--- config.mk ---
export PLATFORM = sky130hd
export DESIGN_NAME = reflet_reset_sequencer
export DESIGN_NICKNAME = d
export VERILOG_FILES = /design/src/rtl/reflet_reset_sequencer.sv
export SDC_FILE = /design/constraint.sdc
export NUM_CORES = 1
export LEC_CHECK = 0
export ABC_AREA = 0
export CAP_MARGIN = 20
export CORE_MARGIN = 5
export CORE_UTILIZATION = 55
export DETAILED_ROUTE_END_ITERATION = 7
export PLACE_DENSITY_LB_ADDON = 0.25
export SYNTH_ARGS = -nofsm -noshare
export SYNTH_HDL_FRONTEND = slang
export SYNTH_SLANG_ARGS = --single-unit
--- constraint.sdc ---
create_clock -name clk -period 3.85 [get_ports clk]
set_input_delay 0.77 -clock clk [delete_from_list [all_inputs] [get_ports clk]]
set_output_delay 0.77 -clock clk [all_outputs]
set_load 0.02 [all_outputs]
--- src/rtl/reflet_reset_sequencer.sv ---
// reflet_reset_sequencer
//   Power-on/reset generator. It synchronises the asynchronous board reset and
//   holds every domain in reset for HOLD_CYCLES. It then releases the CHANNELS
//   active-low domain resets in order 0..CHANNELS-1, STAGGER_CYCLES apart.
//   A software restart (soft_req) or an external hold (ext_hold) re-asserts
//   all domain resets together and re-runs the hold countdown.
//
// Ports
//   clk        in   1         system clock
//   reset      in   1         asynchronous, active-low board reset
//   soft_req   in   1         synchronous pulse: restart the sequence from HOLD
//   ext_hold   in   1         synchronous level: keep all domain resets asserted
//   rst_out_n  out  CHANNELS  active-low domain resets, bit i released i-th
//   busy       out  1         1 while any domain reset is asserted
//   done       out  1         1 once every channel has been released
module reflet_reset_sequencer #(
  parameter int CHANNELS       = 3,
  parameter int HOLD_CYCLES    = 4,
  parameter int STAGGER_CYCLES = 2,
  parameter int SYNC_STAGES    = 2
) (
  input  logic                clk,
  input  logic                reset,
  input  logic                soft_req,
  input  logic                ext_hold,
  output logic [CHANNELS-1:0] rst_out_n,
  output logic                busy,
  output logic                done
);

  // The state register is the last stage of the deassert synchroniser: it
  // leaves SYNC on the edge where the synchronised reset rises. The explicit
  // chain therefore has one flop fewer than SYNC_STAGES.
  localparam int CHAIN_W = SYNC_STAGES - 1;
  localparam logic [CHAIN_W-1:0] CHAIN_ONE = CHAIN_W'(1);

  localparam int CNT_MAX = (HOLD_CYCLES > STAGGER_CYCLES) ? HOLD_CYCLES : STAGGER_CYCLES;
  localparam int CNT_W   = $clog2(CNT_MAX + 1);
  localparam int IDX_W   = $clog2(CHANNELS + 1);

  localparam logic [CNT_W-1:0] HOLD_LAST    = CNT_W'(HOLD_CYCLES - 1);
  localparam logic [CNT_W-1:0] STAGGER_LAST = CNT_W'(STAGGER_CYCLES - 1);
  localparam logic [IDX_W-1:0] IDX_LAST     = IDX_W'(CHANNELS - 1);

  typedef enum logic [1:0] {
    S_SYNC,
    S_HOLD,
    S_RELEASE,
    S_RUN
  } state_t;

  // Declaration initialisers give the same power-up values as the reset
  // branch, so the sequence still runs on FPGA targets with reset tied high.
  logic [CHAIN_W-1:0]  chain = '0;
  state_t              state = S_SYNC;
  logic [CNT_W-1:0]    cnt   = '0;
  logic [IDX_W-1:0]    idx   = '0;
  logic [CHANNELS-1:0] rel_q = '0;

  state_t              state_nxt;
  logic [CNT_W-1:0]    cnt_nxt;
  logic [IDX_W-1:0]    idx_nxt;
  logic [CHANNELS-1:0] rel_nxt;
  logic                sync_ready;

  assign sync_ready = chain[CHAIN_W-1];

  always_ff @(posedge clk or negedge reset) begin
    if (!reset) begin
      chain <= '0;
      state <= S_SYNC;
      cnt   <= '0;
      idx   <= '0;
      rel_q <= '0;
    end else begin
      chain <= (chain << 1) | CHAIN_ONE;
      state <= state_nxt;
      cnt   <= cnt_nxt;
      idx   <= idx_nxt;
      rel_q <= rel_nxt;
    end
  end

  always_comb begin
    state_nxt = state;
    cnt_nxt   = cnt;
    idx_nxt   = idx;
    rel_nxt   = rel_q;

    unique case (state)
      S_SYNC: begin
        cnt_nxt = '0;
        if (sync_ready) begin
          state_nxt = S_HOLD;
        end
      end

      S_HOLD: begin
        if (cnt == HOLD_LAST) begin
          rel_nxt[0] = 1'b1;
          cnt_nxt    = '0;
          idx_nxt    = IDX_W'(1);
          state_nxt  = (CHANNELS == 1) ? S_RUN : S_RELEASE;
        end else begin
          cnt_nxt = cnt + CNT_W'(1);
        end
      end

      S_RELEASE: begin
        if (cnt == STAGGER_LAST) begin
          for (int i = 0; i < CHANNELS; i++) begin
            if (IDX_W'(i) == idx) begin
              rel_nxt[i] = 1'b1;
            end
          end
          cnt_nxt = '0;
          idx_nxt = idx + IDX_W'(1);
          if (idx == IDX_LAST) begin
            state_nxt = S_RUN;
          end
        end else begin
          cnt_nxt = cnt + CNT_W'(1);
        end
      end

      S_RUN: begin
        rel_nxt = '1;
      end

      default: begin
        state_nxt = S_SYNC;
        rel_nxt   = '0;
      end
    endcase

    // A restart outside SYNC re-asserts every channel at once. While ext_hold
    // stays high this runs every cycle, which pins the counter at zero.
    if ((state != S_SYNC) && (ext_hold || soft_req)) begin
      state_nxt = S_HOLD;
      cnt_nxt   = '0;
      idx_nxt   = '0;
      rel_nxt   = '0;
    end
  end

  assign rst_out_n = rel_q;
  assign busy      = ~&rel_q;
  assign done      = (state == S_RUN);

endmodule

==> metrics.md, run 1 <==
| Metric | Value |
|---|---|
| Design Power | `0.246 mW` |
| Leakage power total | `0.401 nW` |
| CP peak stage delay | `610 ps` |
| Cell Area, Synth | `742 um^2` |
| Vias in the first global route | `536` |
| CTS H-tree depth | `1` |
| Core area | `1280 um^2` |
| Die height | `46.7 um` |
| Delay-heaviest family, CP | `buffers and inverters` |
| TritonCTS clock tree | `built` |
| Commonest non-fill, non-tap cells in the layout | `ha_1 (13), dfrtp_1 (11), inv_1 (9), nand2_1 (9), clkdlybuf4s50_1 (8)` |
| Largest net degree at the start of global routing | `12` |
| Drt first pass iters | `5` |
| Setup Skew | `0.845 ps` |
| Hold Path End | `cnt[1]` |
| Synthesis-to-layout area growth | `15.7%` |
| Number of buffers created by CTS | `3` |
| Worst R2R Setup Slack | `2120 ps` |
| Distinct cells, synth | `24` |
| Avg Vias per Cell | `5.39` |
| Crit path buf inv count | `1` |
| Post_cts resized | `0` |
| WHS | `515 ps` |
| GPL Wtd Cong | `0.839` |
| Quantity of I/O buffers inserted on ports | `8` |
| Total GRT Usage | `0.164` |
| Final setup vio count | `0` |
| Antenna Violating Nets Remaining | `0` |
| # fillers | `108` |
| Post-Synth Adder-Cell Area | `0.219` |
| Power density over the cells | `287 nW/um^2` |
| Post-synthesis mux area share | `0` |
| ANT cells | `0` |
| Sequential area share after synthesis | `0.371` |
| Syn Inst Count | `78` |
| Complex-gate fraction of the synthesized area | `0.155` |
| Final nets | `106` |
| Critical path type | `reg -> out` |
| Sum Neg Setup Slack | `0 ps` |
| Slew at the pin closest to its max-slew limit | `519 ps` |
| Crit path max fanout | `4` |
| CP cell instances | `ha_1 -> clkdlybuf4s50_1` |
| DR iter-0 viols | `4` |
| Proportion of layout cells with a drive suffix above 1 | `0.102` |
| Vias | `555` |
| Yosys reg bits | `11` |
| CP required | `3080 ps` |
| First-pass GRT wire length | `2380 um` |
| Post-synthesis simple-gate area fraction | `0.191` |
| Site Rows | `13` |
| Min-delay src | `cnt[1]` |
| Synth top area share | `0.371` |
| Post-synthesis net count | `95` |
| Maximum resistive drop on vdd | `0.000211 V` |
| RSZ-0062 raised after global routing | `no` |
| Routed WL | `1390 um` |
| Commonest non-fill, non-tap cell in the layout | `ha_1` |
| Fin crit period | `2260 ps` |
| Class of the worst hold path | `reg -> reg` |
| Critical Path AT | `1490 ps` |
| Reg clk slew, reported paths | `80 ps` |
| Root Buffer | `clkbuf_4` |
| Slowest stage cell, crit path | `clkdlybuf4s50_1` |
| Mapped Avg Cell Area | `9.51 um^2` |
| Final hold viol count | `0` |
| Clock latency on the worst-skew pair | `280 ps` |
| DRC Markers | `0` |
| Top Ports | `9` |
| Setup crit start | `state[1]` |
| Hold_buf cts | `0` |
| Initial antenna violation count | `0` |
| Congestion Overflow GR | `0` |
| Maximum clock rate | `443 MHz` |
| Status | `complete, no violations` |
| CP Capture Type | `primary output` |
| Die area | `2180 um^2` |
| Die W | `46.7 um` |
| Worst r2r dst | `state[1]` |
| Hold path depth | `2` |
| Num Clock Sinks | `11` |
| Worst r2r src | `state[0]` |
| Synth warn | `0` |
| Largest family of logic cells by synthesized area | `adder cells` |
| Max-slew violation count | `0` |
| Post-Synth XOR/XNOR Area | `0` |
| Routed wire per std cell | `13.5 um` |
| Slew HR | `0.653` |
| Starting Density | `0.577` |
| Max Cap Viol | `0` |
| Fin crit share | `0.586` |
| Synth area leaders | `dfrtp_1 (37%), ha_1 (22%), inv_1 (4.6%)` |
| Synth area leader | `dfrtp_1` |
| Clk buf depth | `2` |
| Kind of start point of the critical path | `flip-flop` |
| Setup Fix Bufs, Post-CTS | `0` |
| R2R cell count | `6` |
| Detailed Place HPWL | `1090 um` |
[through the flow]
| step | util | std cells | setup slack (ps) | cell area [um^2] |
|---|---|---|---|---|
| 2_1_floorplan | - | 78 | 2280 | 742 |
| 3_3_place_gp | 0.647 | 99 | 1790 | 831 |
| 3_5_place_dp | 0.647 | 99 | 1720 | 831 |
| 4_1_cts | 0.668 | 103 | 1580 | 858 |
| 5_1_grt | 0.668 | 103 | 1510 | 858 |
| 6_report | 0.668 | 103 | 1590 | 858 |
[where the power goes]
| group | switching (mW) | internal [mW] |
|---|---|---|
| logic | 0.0236 | 0.0156 |
| clock network | 0.0443 | 0.0386 |
| registers | 0.00418 | 0.120 |
[worst max path at each step]
| stage | end | slack (ps) | cells after the start |
|---|---|---|---|
| floorplan | state[0] | 2280 | 6 |
| global placement | state[1] | 1790 | 5 |
| detailed placement | state[1] | 1720 | 5 |
| CTS | done | 1580 | 2 |
| global route | done | 1510 | 2 |
| finish | done | 1590 | 2 |
[registers in the layout, indices dropped and copies added (netlist names)]
signal / count
chain: 1
cnt: 3
idx: 2
rst_out_n: 3
state: 2
[worst reg2reg max path, stage by stage (launching register included)]
cell	delay, ps
dfrtp_1	410
inv_1	120
ha_1	390
nor4_4	370
a21oi_2	80
o21ai_0	150
o2bb2ai_1	150
[cells in the mapped netlist (all sizes together)]
| cell | number |
|---|---|
| conb | 1 |
| nor2 | 6 |
| buf | 2 |
| a21oi | 5 |
| a21o | 1 |
| and4 | 1 |
| nor2b | 1 |
| a32o | 1 |
| nor4 | 1 |
| o21ai | 4 |
| o221a | 1 |
| nand3b | 1 |
| or2 | 1 |
| nand2b | 2 |
| ha | 13 |
| nand2 | 9 |
| o32ai | 1 |
| nand3 | 4 |
| o22a | 1 |
| inv | 9 |
| dfrtp | 11 |
| a211oi | 1 |
| o2bb2ai | 1 |
[kinds of logic after synthesis]
kind of cell               after synthesis
DFF                                     11
and+or+nand+nor                         26
AOI/OAI and AO/OA                       16
adders and majority gates               13
buffers and inverters                   11
other                                    1
[final cells by class]
class,instances,area [um^2],share of cell area
flip-flops and latches,11,275,0.321
repair buffers,8,80.1,0.0933
well taps,15,18.8,0.0219
clock inverters,1,5.00,0.00583
clock buffers,3,22.5,0.0262
inverters,9,33.8,0.0394
multi-input cells,56,423,0.493
[routing by layer]
layer	track usage	part of all wire	up-vias
met1	0.198	0.47	260
met4	0.116	0.032	0
li1	-	-	282
met2	0.266	0.48	8
met5	0	0	-
met3	0.0230	0.021	5
(Power assumes the default switching activity.)
==> run 2, diff against run 1 <==
Settings changed: CORE_UTILIZATION 55 to 47.
Clock period 3.85 ns to 1.86 ns, I/O delays scaled along.
==> run 2 against run 1 <==
Sequential power increased by 110%. Via count decreased by 1.8%. Routed wire length decreased by 3.5%. Sequential share of layout area decreased by 0.37 points. Combinational power increased by 110%. Die area increased by 13%. Setup slack got worse by 1500 ps. Count of clock-buffer cells in the layout increased by 1. Global-route usage decreased by 3.3 points. First-iteration DRC count increased to 3.8 times the previous value. Final cell count increased by 1.9%. Clock skew increased by 4.5 ps. Critical endpoint is now busy. Highest routed layer unchanged.
==> metrics.md, run 2 (synthesized netlist as in run 1, its figures left out) <==
| Metric | Value |
|---|---|
| GPL Wtd Cong | `0.783 (-6.7%)` |
| Die area | `2470 um^2 (+13%)` |
| Fin crit period | `1730 ps` |
| # fillers | `138 (+28%)` |
| Quantity of I/O buffers inserted on ports | `8 (unchanged)` |
| CP required | `1490 ps (-1590 ps)` |
| Number of buffers created by CTS | `3 (unchanged)` |
| Die W | `49.7 um (+6.4%)` |
| Site Rows | `14 (+1)` |
| TritonCTS clock tree | `built` |
| Vias | `545 (-1.8%)` |
| Crit path max fanout | `3 (-1)` |
| Congestion Overflow GR | `0 (unchanged)` |
| Multi-input gate area | `423 um^2 (unchanged)` |
| Total GRT Usage | `0.131 (-0.0327)` |
| Critical path type | `reg -> out` |
| Largest net degree at the start of global routing | `12 (unchanged)` |
| Final hold viol count | `0 (unchanged)` |
| CP cell instances | `nand3_1 -> clkdlybuf4s50_1` |
| First-pass GRT wire length | `2530 um (+6.4%)` |
| Final nets | `107 (+0.94%)` |
| Final setup vio count | `0 (unchanged)` |
| Commonest non-fill, non-tap cells in the layout | `ha_1 (13), dfrtp_1 (11), inv_1 (9), nand2_1 (9), clkdlybuf4s50_1 (7)` |
| Critical Path AT | `1360 ps (-130 ps)` |
| Setup Skew | `5.34 ps (+4.50 ps)` |
| Flip-flop and latch area | `275 um^2 (unchanged)` |
| Initial antenna violation count | `0 (unchanged)` |
| CP peak stage delay | `610 ps (about the same)` |
| Detailed Place HPWL | `1040 um (-3.9%)` |
| RSZ-0062 raised after global routing | `no` |
| Max Cap Viol | `0 (unchanged)` |
| Num Clock Sinks | `11 (unchanged)` |
| Drt first pass iters | `4 (-1)` |
| Slowest stage cell, crit path | `clkdlybuf4s50_1` |
| Starting Density | `0.493 (-0.0849)` |
| Maximum resistive drop on vdd | `0.000303 V (+43%)` |
| Fin crit share | `0.931` |
| Vias in the first global route | `566 (+5.6%)` |
| Kind of start point of the critical path | `flip-flop` |
| Leakage power total | `0.422 nW (+5.2%)` |
| Maximum clock rate | `577 MHz` |
| CTS H-tree depth | `1 (unchanged)` |
| Avg Vias per Cell | `5.19 (-3.7%)` |
| Class of the worst hold path | `in -> async` |
| DR iter-0 viols | `15 (+11)` |
| Clock latency on the worst-skew pair | `270 ps (about the same)` |
| Hold_buf cts | `0 (unchanged)` |
| Power density over the cells | `579 nW/um^2 (+100%)` |
| ANT cells | `0 (unchanged)` |
| Top Ports | `9 (unchanged)` |
| Status | `complete, no violations` |
| Proportion of layout cells with a drive suffix above 1 | `0.101 (-0.00115)` |
| Die height | `49.7 um (+6.4%)` |
| Routed wire per std cell | `12.8 um (-5.3%)` |
| Slew HR | `0.664 (+0.0105)` |
| CP Capture Type | `primary output` |
| Max-slew violation count | `0 (unchanged)` |
| DRC Markers | `0 (unchanged)` |
| Slew at the pin closest to its max-slew limit | `503 ps (-15.7 ps)` |
| Core area | `1510 um^2 (+17%)` |
| Crit path buf inv count | `1 (unchanged)` |
| Commonest non-fill, non-tap cell in the layout | `ha_1` |
| Finished Core Util | `0.576 (-0.0916)` |
| Sum Neg Setup Slack | `0 ps (unchanged)` |
| WHS | `437 ps (-78.1 ps)` |
| Clk buf depth | `2 (unchanged)` |
| Routed WL | `1340 um (-3.5%)` |
| Delay-heaviest family, CP | `buffers and inverters` |
| Root Buffer | `clkbuf_4` |
| Synthesis-to-layout area growth | `17.0%` |
| Reg clk slew, reported paths | `70 ps (about the same)` |
| Antenna Violating Nets Remaining | `0 (unchanged)` |
-- run 2: changes by cell type in the layout (fill, tap and decap cells not counted), sizes merged --
cell	previous run	this run
buf	0	1
clkinv	1	0
clkbuf	3	4
dlymetal6s2s	0	1
clkdlybuf4s50	8	7
-- run 2: final cells by class --
| class | instances | area share |
|---|---|---|
| repair buffers | 9 | 0.104 |
| well taps | 16 | 0.0231 |
| inverters | 9 | 0.0389 |
| clock buffers | 4 | 0.0303 |
| multi-input cells | 56 | 0.487 |
| flip-flops and latches | 11 | 0.317 |
-- run 2: report_power, final --
part	total (mW)	internal, mW	switching, mW
sequential	0.256	0.248	0.00777
combinational	0.0823	0.0341	0.0481
clock	0.164	0.0829	0.0814
total	0.502	0.365	0.137
-- run 2: worst register-to-register path, cell delays in order, from the launching register on --
cell and delay, ps:
dfrtp_1 400, inv_1 110, ha_1 280, nor4_4 390, a21oi_2 80, o21ai_1 140
o2bb2ai_1 150
-- run 2: worst paths after layout --
path	depth (start not counted)	end	slack (ps)	start
setup reg to reg	6	state[1]	220	state[0]
setup / recovery	2	busy	130	rst_out_n[2]
min in group clk	2	cnt[1]	510	cnt[1]
max in group asynchronous	1	idx[0]	1080	reset
hold / removal	1	state[1]	440	reset
hold reg to reg	2	cnt[1]	510	cnt[1]
-- run 2: layer usage --
metal  wire length (um)  track usage  up-vias  part of all wire
met5                  0            0        -                 0
met2                623        0.191        5              0.46
li1                   -            -      286                 -
met4                 14       0.0786        0             0.010
met1                684        0.181      252              0.51
met3                 20       0.0181        2             0.015
-- run 2: through the flow --
step	setup slack, ps	instance area (um^2)	total power, mW	cells
2_1_floorplan	292	742	0.313	78
3_3_place_gp	138	840	0.342	101
3_5_place_dp	117	840	0.344	101
4_1_cts	3.21	866	0.511	105
5_1_grt	49.7	868	0.539	105
6_report	128	868	0.502	105
-- run 2: repair_timing --
item / in CTS / in global routing
gates resized for setup: 0 / 2
hold endpoints to repair: 0 / 0
buffers inserted: 0 / 0
endpoints found under the setup margin: 0 / 2
